[config.mk]
export PLATFORM = sky130hd
export DESIGN_NAME = i2c_eeprom_slave
export DESIGN_NICKNAME = d
export VERILOG_FILES = /design/src/rtl/i2c_slv_pkg.sv /design/src/rtl/i2c_line_sync.sv /design/src/rtl/i2c_eeprom_slave.sv
export SDC_FILE = /design/constraint.sdc
export NUM_CORES = 2
export LEC_CHECK = 0
export CAP_MARGIN = 20
export CORE_MARGIN = 3
export CORE_UTILIZATION = 45
export CTS_BUF_LIST = sky130_fd_sc_hd__clkbuf_4
export DETAILED_ROUTE_END_ITERATION = 10
export GPL_TIMING_DRIVEN = 0
export MAX_ROUTING_LAYER = met4
export REMOVE_ABC_BUFFERS = 1
export SYNTH_ARGS = -nofsm -noshare
export SYNTH_HDL_FRONTEND = slang
export SYNTH_SLANG_ARGS = --single-unit
[constraint.sdc]
create_clock -name clk -period 7.4 [get_ports clk]
set_clock_uncertainty 0.05 [all_clocks]
set_input_delay 1.48 -clock clk [delete_from_list [all_inputs] [get_ports clk]]
set_output_delay 1.48 -clock clk [all_outputs]
set_load 0.005 [all_outputs]
[src/rtl/i2c_slv_pkg.sv]
// Shared definitions for the I2C EEPROM-style slave: FSM states, default
// device address and the bus-level ACK/NACK bit values.
package i2c_slv_pkg;

  typedef enum logic [3:0] {
    IDLE,
    DEV,
    ACK_DEV,
    AHI,
    ACK_AHI,
    ALO,
    ACK_ALO,
    WDATA,
    ACK_W,
    RDATA,
    MACK
  } state_t;

  localparam logic [6:0] DEV_ADDR_DEFAULT = 7'h50;

  localparam logic ACK_BIT  = 1'b0;
  localparam logic NACK_BIT = 1'b1;

endpackage

[src/rtl/i2c_line_sync.sv]
// Brings SCL/SDA into the clk domain and derives SCL edges plus
// START/STOP conditions from the synchronized lines.
module i2c_line_sync #(
  parameter int SYNC_STAGES = 2
) (
  input  logic clk,
  input  logic rstn,
  input  logic scl_in,
  input  logic sda_in,
  output logic sda_s,
  output logic scl_rise,
  output logic scl_fall,
  output logic start_det,
  output logic stop_det
);

  logic [1:0] line_in;
  logic [1:0] line_now;
  logic [1:0] line_prev;

  assign line_in = {sda_in, scl_in};

  // One extra flop past the synchronizer holds the previous value for edge detection.
  genvar gi;
  generate
    for (gi = 0; gi < 2; gi++) begin : g_line
      logic [SYNC_STAGES:0] chain_reg;

      always_ff @(posedge clk or negedge rstn) begin
        if (!rstn) begin
          chain_reg <= '1;
        end else begin
          chain_reg <= {chain_reg[SYNC_STAGES-1:0], line_in[gi]};
        end
      end

      assign line_now[gi]  = chain_reg[SYNC_STAGES-1];
      assign line_prev[gi] = chain_reg[SYNC_STAGES];
    end
  endgenerate

  assign sda_s     = line_now[1];
  assign scl_rise  =  line_now[0] & ~line_prev[0];
  assign scl_fall  = ~line_now[0] &  line_prev[0];
  assign start_det =  line_now[0] & line_prev[0] &  line_prev[1] & ~line_now[1];
  assign stop_det  =  line_now[0] & line_prev[0] & ~line_prev[1] &  line_now[1];

endmodule

[src/rtl/i2c_eeprom_slave.sv]
// I2C slave exposing a byte-wide memory addressed by a 16-bit pointer.
// Define I2C_SLV_AUTOINC_EN to advance the pointer after every data byte.
module i2c_eeprom_slave
  import i2c_slv_pkg::*;
#(
  parameter logic [6:0] DEV_ADDR    = DEV_ADDR_DEFAULT,
  parameter int         MEM_AW      = 8,
  parameter int         SYNC_STAGES = 2
) (
  input  logic        clk,
  input  logic        rstn,
  input  logic        scl_in,
  input  logic        sda_in,
  output logic        sda_oe,
  output logic        busy,
  output logic        wr_done,
  output logic        rd_done,
  output logic [15:0] mem_ptr
);

  localparam int          MEM_DEPTH  = 1 << MEM_AW;
  localparam logic [16:0] IDX_MASK17 = (17'd1 << MEM_AW) - 17'd1;
  localparam logic [15:0] IDX_MASK   = IDX_MASK17[15:0];

  logic sda_s, scl_rise, scl_fall, start_det, stop_det;

  i2c_line_sync #(
    .SYNC_STAGES(SYNC_STAGES)
  ) u_line_sync (
    .clk       (clk),
    .rstn      (rstn),
    .scl_in    (scl_in),
    .sda_in    (sda_in),
    .sda_s     (sda_s),
    .scl_rise  (scl_rise),
    .scl_fall  (scl_fall),
    .start_det (start_det),
    .stop_det  (stop_det)
  );

  state_t      state_reg, state_next;
  logic [3:0]  bit_cnt_reg, bit_cnt_next;
  logic [7:0]  shift_reg, shift_next;
  logic [7:0]  addr_hi_reg, addr_hi_next;
  logic [15:0] mem_ptr_reg, mem_ptr_next;
  logic        rw_reg, rw_next;
  logic        sda_oe_reg, sda_oe_next;
  logic        busy_reg, busy_next;
  logic        wr_done_reg, wr_done_next;
  logic        rd_done_reg, rd_done_next;
  logic        mem_we;
  logic [7:0]  rd_data_reg;
  logic [15:0] ptr_after_byte;

  logic [7:0] mem [MEM_DEPTH];
  logic [MEM_AW-1:0] mem_idx;

  assign mem_idx = mem_ptr_reg[MEM_AW-1:0];

  // Only the indexed bits wrap; upper pointer bits ride along untouched.
`ifdef I2C_SLV_AUTOINC_EN
  assign ptr_after_byte = (mem_ptr_reg & ~IDX_MASK) | ((mem_ptr_reg + 16'd1) & IDX_MASK);
`else
  assign ptr_after_byte = mem_ptr_reg;
`endif

  always_ff @(posedge clk) begin
    if (mem_we) begin
      mem[mem_idx] <= shift_reg;
    end
    rd_data_reg <= mem[mem_idx];
  end

  always_ff @(posedge clk or negedge rstn) begin
    if (!rstn) begin
      state_reg   <= IDLE;
      bit_cnt_reg <= '0;
      shift_reg   <= '0;
      addr_hi_reg <= '0;
      mem_ptr_reg <= '0;
      rw_reg      <= 1'b0;
      sda_oe_reg  <= 1'b0;
      busy_reg    <= 1'b0;
      wr_done_reg <= 1'b0;
      rd_done_reg <= 1'b0;
    end else begin
      state_reg   <= state_next;
      bit_cnt_reg <= bit_cnt_next;
      shift_reg   <= shift_next;
      addr_hi_reg <= addr_hi_next;
      mem_ptr_reg <= mem_ptr_next;
      rw_reg      <= rw_next;
      sda_oe_reg  <= sda_oe_next;
      busy_reg    <= busy_next;
      wr_done_reg <= wr_done_next;
      rd_done_reg <= rd_done_next;
    end
  end

  always_comb begin
    state_next   = state_reg;
    bit_cnt_next = bit_cnt_reg;
    shift_next   = shift_reg;
    addr_hi_next = addr_hi_reg;
    mem_ptr_next = mem_ptr_reg;
    rw_next      = rw_reg;
    sda_oe_next  = sda_oe_reg;
    busy_next    = busy_reg;
    wr_done_next = 1'b0;
    rd_done_next = 1'b0;
    mem_we       = 1'b0;

    // Bus conditions win over any SCL edge seen in the same cycle.
    if (stop_det) begin
      state_next   = IDLE;
      sda_oe_next  = 1'b0;
      busy_next    = 1'b0;
      bit_cnt_next = '0;
    end else if (start_det) begin
      state_next   = DEV;
      sda_oe_next  = 1'b0;
      bit_cnt_next = '0;
    end else begin
      unique case (state_reg)
        DEV, AHI, ALO, WDATA: begin
          if (scl_rise && bit_cnt_reg != 4'd8) begin
            shift_next   = {shift_reg[6:0], sda_s};
            bit_cnt_next = bit_cnt_reg + 4'd1;
          end else if (scl_fall && bit_cnt_reg == 4'd8) begin
            bit_cnt_next = '0;
            sda_oe_next  = ~ACK_BIT;
            if (state_reg == DEV) begin
              if (shift_reg[7:1] == DEV_ADDR) begin
                state_next = ACK_DEV;
                busy_next  = 1'b1;
                rw_next    = shift_reg[0];
              end else begin
                state_next  = IDLE;
                sda_oe_next = 1'b0;
                busy_next   = 1'b0;
              end
            end else if (state_reg == AHI) begin
              state_next   = ACK_AHI;
              addr_hi_next = shift_reg;
            end else if (state_reg == ALO) begin
              state_next   = ACK_ALO;
              mem_ptr_next = {addr_hi_reg, shift_reg};
            end else begin
              state_next   = ACK_W;
              mem_we       = 1'b1;
              wr_done_next = 1'b1;
              mem_ptr_next = ptr_after_byte;
            end
          end
        end
        ACK_DEV: begin
          if (scl_fall) begin
            bit_cnt_next = '0;
            if (rw_reg) begin
              state_next  = RDATA;
              shift_next  = rd_data_reg;
              sda_oe_next = ~rd_data_reg[7];
            end else begin
              state_next  = AHI;
              sda_oe_next = 1'b0;
            end
          end
        end
        ACK_AHI: begin
          if (scl_fall) begin
            state_next  = ALO;
            sda_oe_next = 1'b0;
          end
        end
        ACK_ALO, ACK_W: begin
          if (scl_fall) begin
            state_next  = WDATA;
            sda_oe_next = 1'b0;
          end
        end
        RDATA: begin
          if (scl_fall) begin
            if (bit_cnt_reg == 4'd7) begin
              state_next   = MACK;
              sda_oe_next  = 1'b0;
              rd_done_next = 1'b1;
              mem_ptr_next = ptr_after_byte;
            end else begin
              bit_cnt_next = bit_cnt_reg + 4'd1;
              shift_next   = {shift_reg[6:0], 1'b0};
              sda_oe_next  = ~shift_reg[6];
            end
          end
        end
        MACK: begin
          if (scl_rise && sda_s == NACK_BIT) begin
            state_next = IDLE;
          end else if (scl_fall) begin
            state_next   = RDATA;
            bit_cnt_next = '0;
            shift_next   = rd_data_reg;
            sda_oe_next  = ~rd_data_reg[7];
          end
        end
        default: begin
        end
      endcase
    end
  end

  assign sda_oe  = sda_oe_reg;
  assign busy    = busy_reg;
  assign wr_done = wr_done_reg;
  assign rd_done = rd_done_reg;
  assign mem_ptr = mem_ptr_reg;

endmodule

Word-level counts from Yosys, hierarchy flattened
Memories as Yosys holds them, arrays and structs flattened. A register that Yosys moved wholly into a read port is not among the register bits. Index checks and enable logic that the tools add are counted.

Memories kept: 1. RAM bits: 2048. Output and inout port bits: 20. Bits in registers: 51.

Memory list: mem (depth 256, width 8, read ports 1, clocked after memory_dff 1, write ports 1, RTL line i2c_eeprom_slave.sv:55) `logic [7:0] mem [MEM_DEPTH];`.

$add $sub $neg: 1. Mux-type cells: 69. Equal/unequal tests: 36. Bitwise logic cells: 18. Reductions and logical operators: 21.

Operators with widths (number): 4-bit two-way mux (23); 8-bit two-way mux (7); 4-bit != test, second input constant (11); 1-bit two-way mux (34); 8-bit case mux with 4 select lines (1); 4-bit case mux with 6 select lines (1); 4-bit by 3-bit equality test with 1-bit output, second input constant (5); 4-bit equality test, second input constant (4); 2-bit != test, second input constant (8); 4-bit case mux with 4 select lines (1); 8-bit AND reduction (2); 7-bit AND reduction (2); 1-bit NOT (11); 5-bit != test, second input constant (2); 10-bit AND reduction (1); 5-bit AND reduction (2); 9-bit AND reduction (1); 4-bit by 2-bit equality test with 1-bit output, second input constant (2); 8-bit nonzero test (1); 1-bit bitwise AND (7); 7-bit equality test, second input constant (1); 7-bit nonzero test (1); 2-bit nonzero test (3); 6-bit nonzero test (1); 11 further kinds (13).

Longest topological paths before layout
Depth in word-level cells: 11. Mapped depth: 9. Depth with buffers taken out: 8.

Cells and area by module
Synthesis repeated with hierarchy kept, for this count alone.

Cell total of the unflattened synthesis: 3744. Area, all modules: 80841.3 sq um.

By module, submodules not included: i2c_eeprom_slave (area an instance 80651.1 sq um, times used 1, seq. area each 62785.2 sq um, cells an instance 3734); i2c_line_sync (area an instance 190.2 sq um, times used 1, seq. area each 157.7 sq um, cells an instance 10).

Worst setup path after synthesis
OpenSTA, ideal clock, no wires.

Kind: flip-flop to flip-flop. Start point: reg shift_reg[7]. End point: reg rw_reg. Library setup time: 0.143 ns. Data required time: 7.207 ns. Stages on the path, launching flop included: 5. Arrival: 4.391 ns. Path slack: 2.816 ns. Path buffers: 0. Cells stage by stage: dfrtp_1 > nor4bb_1 > nand2_1 > nor3_1 > mux2_2.

Cells in the longest elaborated chain, start to end: 2.

Ends and longest elaborated chain: from (decl) (RTL line i2c_eeprom_slave.sv:43) `logic [7:0] shift_reg, shift_next;`; from (signal assigned) (RTL line i2c_eeprom_slave.sv:89) `shift_reg <= shift_next;`; 7-bit equality test (RTL line i2c_eeprom_slave.sv:133) `if (shift_reg[7:1] == DEV_ADDR) begin`; 7-bit AND reduction (no source line); to (signal assigned) (RTL line i2c_eeprom_slave.sv:92) `rw_reg <= rw_next;`; to (decl) (RTL line i2c_eeprom_slave.sv:46) `logic rw_reg, rw_next;`.

No other way between the ends. A chain may end at the register's enable or synchronous reset.

Worst setup path in the final report
Start point: reg mem_ptr_reg[1], in the netlist mem_ptr[1]. End point: out mem_ptr[1].

RTL lines: from (decl) (RTL line i2c_eeprom_slave.sv:45) `logic [15:0] mem_ptr_reg, mem_ptr_next;`; from (signal assigned) (RTL line i2c_eeprom_slave.sv:91) `mem_ptr_reg <= mem_ptr_next;`; to (decl) (RTL line i2c_eeprom_slave.sv:18) `output logic [15:0] mem_ptr`.

No word-level cell between the ends.

==> flow_summary.yaml <==
route:
  avgRoutedWirePerCell_microns: 28.1
  drtIter0Drc: 4273
  drc_errors: 0
  vias_per_cell: 5.88
  firstDrtPassIters: 5
  vias: 40700
  ant_nets: 0
  routed_wl_microns: 194000
pwr:
  switching_share: 0.240
  powerDensity_nw_per_um2: 287
  comb_power_share: 0.071
  clockPowerShare: 0.363
  vdd.ir_drop.worst_uv: 251
  p_sw_w: 0.00634
  p_int_w: 0.0201
  pwr-share-seq: 0.566
  p_leak_nw: 28.6
timing:
  rsz0062_at_grt: "no"
  slew_headroom: 0.204
  slew_violations: 0
  hold_violations: 0
  tightest_slew_ns: 1.19
  setup_slack_ns: 1.86
  finalCriticalPeriod_ns: 5.54
  tns_ns: 0
  setup_viol: 0
  final.period_utilization: 0.749
  timing.fmax_mhz: 180
  whs_ns: 0.175
logic_synthesis:
  ys_seq_area_frac: 0.779
  synth_edf_count: 2048
  ys_async_sr_fraction: 0.0242
  synth-main-ff-cell: "edfxtp_1"
  ys_types: 51
  ys_ff_latch: 2107
  yosys_warnings: 0
  avgSynthCellArea_sq_um: 21.5
  netlist.area_leader.share: 0.761
  synth_area_sq_um: 80800
  synth_cells: 3758
  yosys.area.top_type: "edfxtp_1"
  ys_top_cells_by_area: "edfxtp_1 (76%), mux4_2 (14%), a22oi_1 (2.4%), dfrtp_1 (1.4%), nor2_1 (1.3%)"
cts:
  htree_levels: 6
  clkSinkCount: 2107
  cts_buffers: 561
  clkTransAtPathRegs_ns: 0.06
  postCtsSetupBuffers: 0
  insertion_delay_ns: 1.27
  cts_tree: "built"
  clk_path_buf_depth: 4
  cts_root_buffer: "clkbuf_4"
  holdBufCountCts: 0
  cts_resized: 0
flow_run:
  drv_cap: 0
die:
  rows: 154
  die_area_sq_um: 185000
  die_w_microns: 430
  io_pins: 24
  core_area_sq_um: 177000
  start_util: 0.456
  die_h_microns: 430
placed_design:
  pre_cts_ws_ns: 2.62
  io_buffers: 23
  dp_hpwl_microns: 113000
  gp_congestion: 0.753
final_layout:
  largest_register_ffs: 2048
  drive_gt1_frac: 0.339
  syn2layout_area_growth_pct: 13.7
  fin_nets: 4218
  utilization: 0.518
  fill_cells: 14200
  multi_input_area_sq_um: 16900
  regArea_sq_um: 63000
worst_setup_path:
  endpoint_kind: "output port"
  worstSetupPathType: "reg2out"
  crit_fanout: 57
  crit_arrival_ns: 4.01
  required_ns: 5.87
  start_kind: "flop"
run_status:
  status: "complete, no violations"
grt:
  antenna_found_initial: 7
  grt_max_degree: 92
  gr-total-overflow: 0
  grt_usage: 0.217
  grt_pass1_vias: 42100
  grt_pass1_wl_microns: 284000
min_path:
  hold_path_class: "in2async"
[power by group through the flow]
stage               logic [W]  clock network [W]  registers (W)
CTS                   0.00188            0.00982         0.0149
finish                0.00187            0.00959         0.0149
global route          0.00203             0.0105         0.0150
detailed placement    0.00189                  0         0.0152
global placement     0.000273                  0         0.0172
floorplan            0.000203                  0         0.0159
[synthesized netlist by cell type (all sizes together) (13+ instances only)]
cell and number:
clkbuf 140, a21oi 133, a22oi 257, buf 93, dfrtp 45, edfxtp 2048
o41ai 33, nor2 271, mux4 512, nand2 61, o21ai 24, nor2b 13
mux2 25
[layout make-up]
class,instances,share of cell area
sequential,2107,0.686
inverter,5,0.000204
multi-input combinational,1413,0.184
clock buffer,832,0.0680
antenna,13,0.000354
timing repair buffer,124,0.0262
tap,2340,0.0319
clock inverter,82,0.00376
[cells in the final DEF, fill, tap and decap left out, types with 8 or more instances in the layout]
| cell | Yosys | final |
|---|---|---|
| mux4_2 | 512 | 512 |
| nand2_2 | 0 | 17 |
| nor2_1 | 271 | 270 |
| o21ai_0 | 24 | 24 |
| diode_2 | 0 | 13 |
| clkbuf_4 | 0 | 832 |
| clkinv_1 | 0 | 57 |
| nand2b_1 | 12 | 10 |
| dfrtp_4 | 0 | 10 |
| buf_16 | 0 | 51 |
| clkdlybuf4s50_1 | 0 | 22 |
| inv_2 | 0 | 15 |
| clkinv_2 | 0 | 9 |
| o41ai_1 | 33 | 25 |
| a21oi_1 | 133 | 133 |
| edfxtp_1 | 2048 | 2048 |
| nand4_1 | 9 | 9 |
| o41ai_2 | 0 | 8 |
| dfrtp_1 | 45 | 35 |
| buf_2 | 37 | 9 |
| buf_12 | 0 | 33 |
| mux2_2 | 25 | 25 |
| nand2_1 | 61 | 44 |
| dfxtp_1 | 8 | 8 |
| nor2b_1 | 13 | 11 |
| a22oi_1 | 257 | 257 |
[logic make-up after synthesis]
kind of cell             share of synthesized area
flip-flops                                   0.779
multiplexers                                 0.147
AO/OA/AOI/OAI                               0.0394
AND/OR/NAND/NOR                             0.0207
buffers and inverters                       0.0134
adder cells (fa/ha/maj)                   0.000310
XOR/XNOR                                  0.000108
[worst paths after layout]
path | from | endpoint | slack, ns | depth (start not counted)
worst max-delay path | mem_ptr[1] | mem_ptr[1] | 1.86 | 4
worst min-delay path | rstn | mem_ptr[10] | 0.18 | 1
worst max register to register | mem_ptr[0] | rd_data_reg[7] | 2.63 | 9
worst min register to register | u_line_sync.g_line[1].chain_reg[0] | u_line_sync.g_line[1].chain_reg[1] | 0.30 | 0
max in group asynchronous | rstn | u_line_sync.g_line[0].chain_reg[2] | 6.50 | 2
min in group clk | u_line_sync.g_line[1].chain_reg[0] | u_line_sync.g_line[1].chain_reg[1] | 0.30 | 0
[critical path, cell delays in order (launching register included)]
cell and delay, ns:
dfrtp_4 1.06, buf_16 0.36, buf_16 0.31, buf_16 0.31, clkdlybuf4s50_1 0.61
[metal layers]
layer	routed length [microns]	vias to the layer above	share of wire	global-route usage
met3	16000	274	0.083	0.0441
met2	93500	1844	0.48	0.325
met5	0	-	0	-
li1	-	17100	-	-
met1	81500	21400	0.42	0.307
met4	3270	0	0.017	0.0593
[stage by stage]
step,total power [W],std cells,cell area (sq um)
2_1_floorplan,0.0161,3525,79700
3_3_place_gp,0.0175,5888,82900
3_5_place_dp,0.0171,5984,85200
4_1_cts,0.0266,6898,91800
5_1_grt,0.0275,6912,91900
6_report,0.0264,6916,91900
Note: power is estimated with default switching activity, not from simulation.
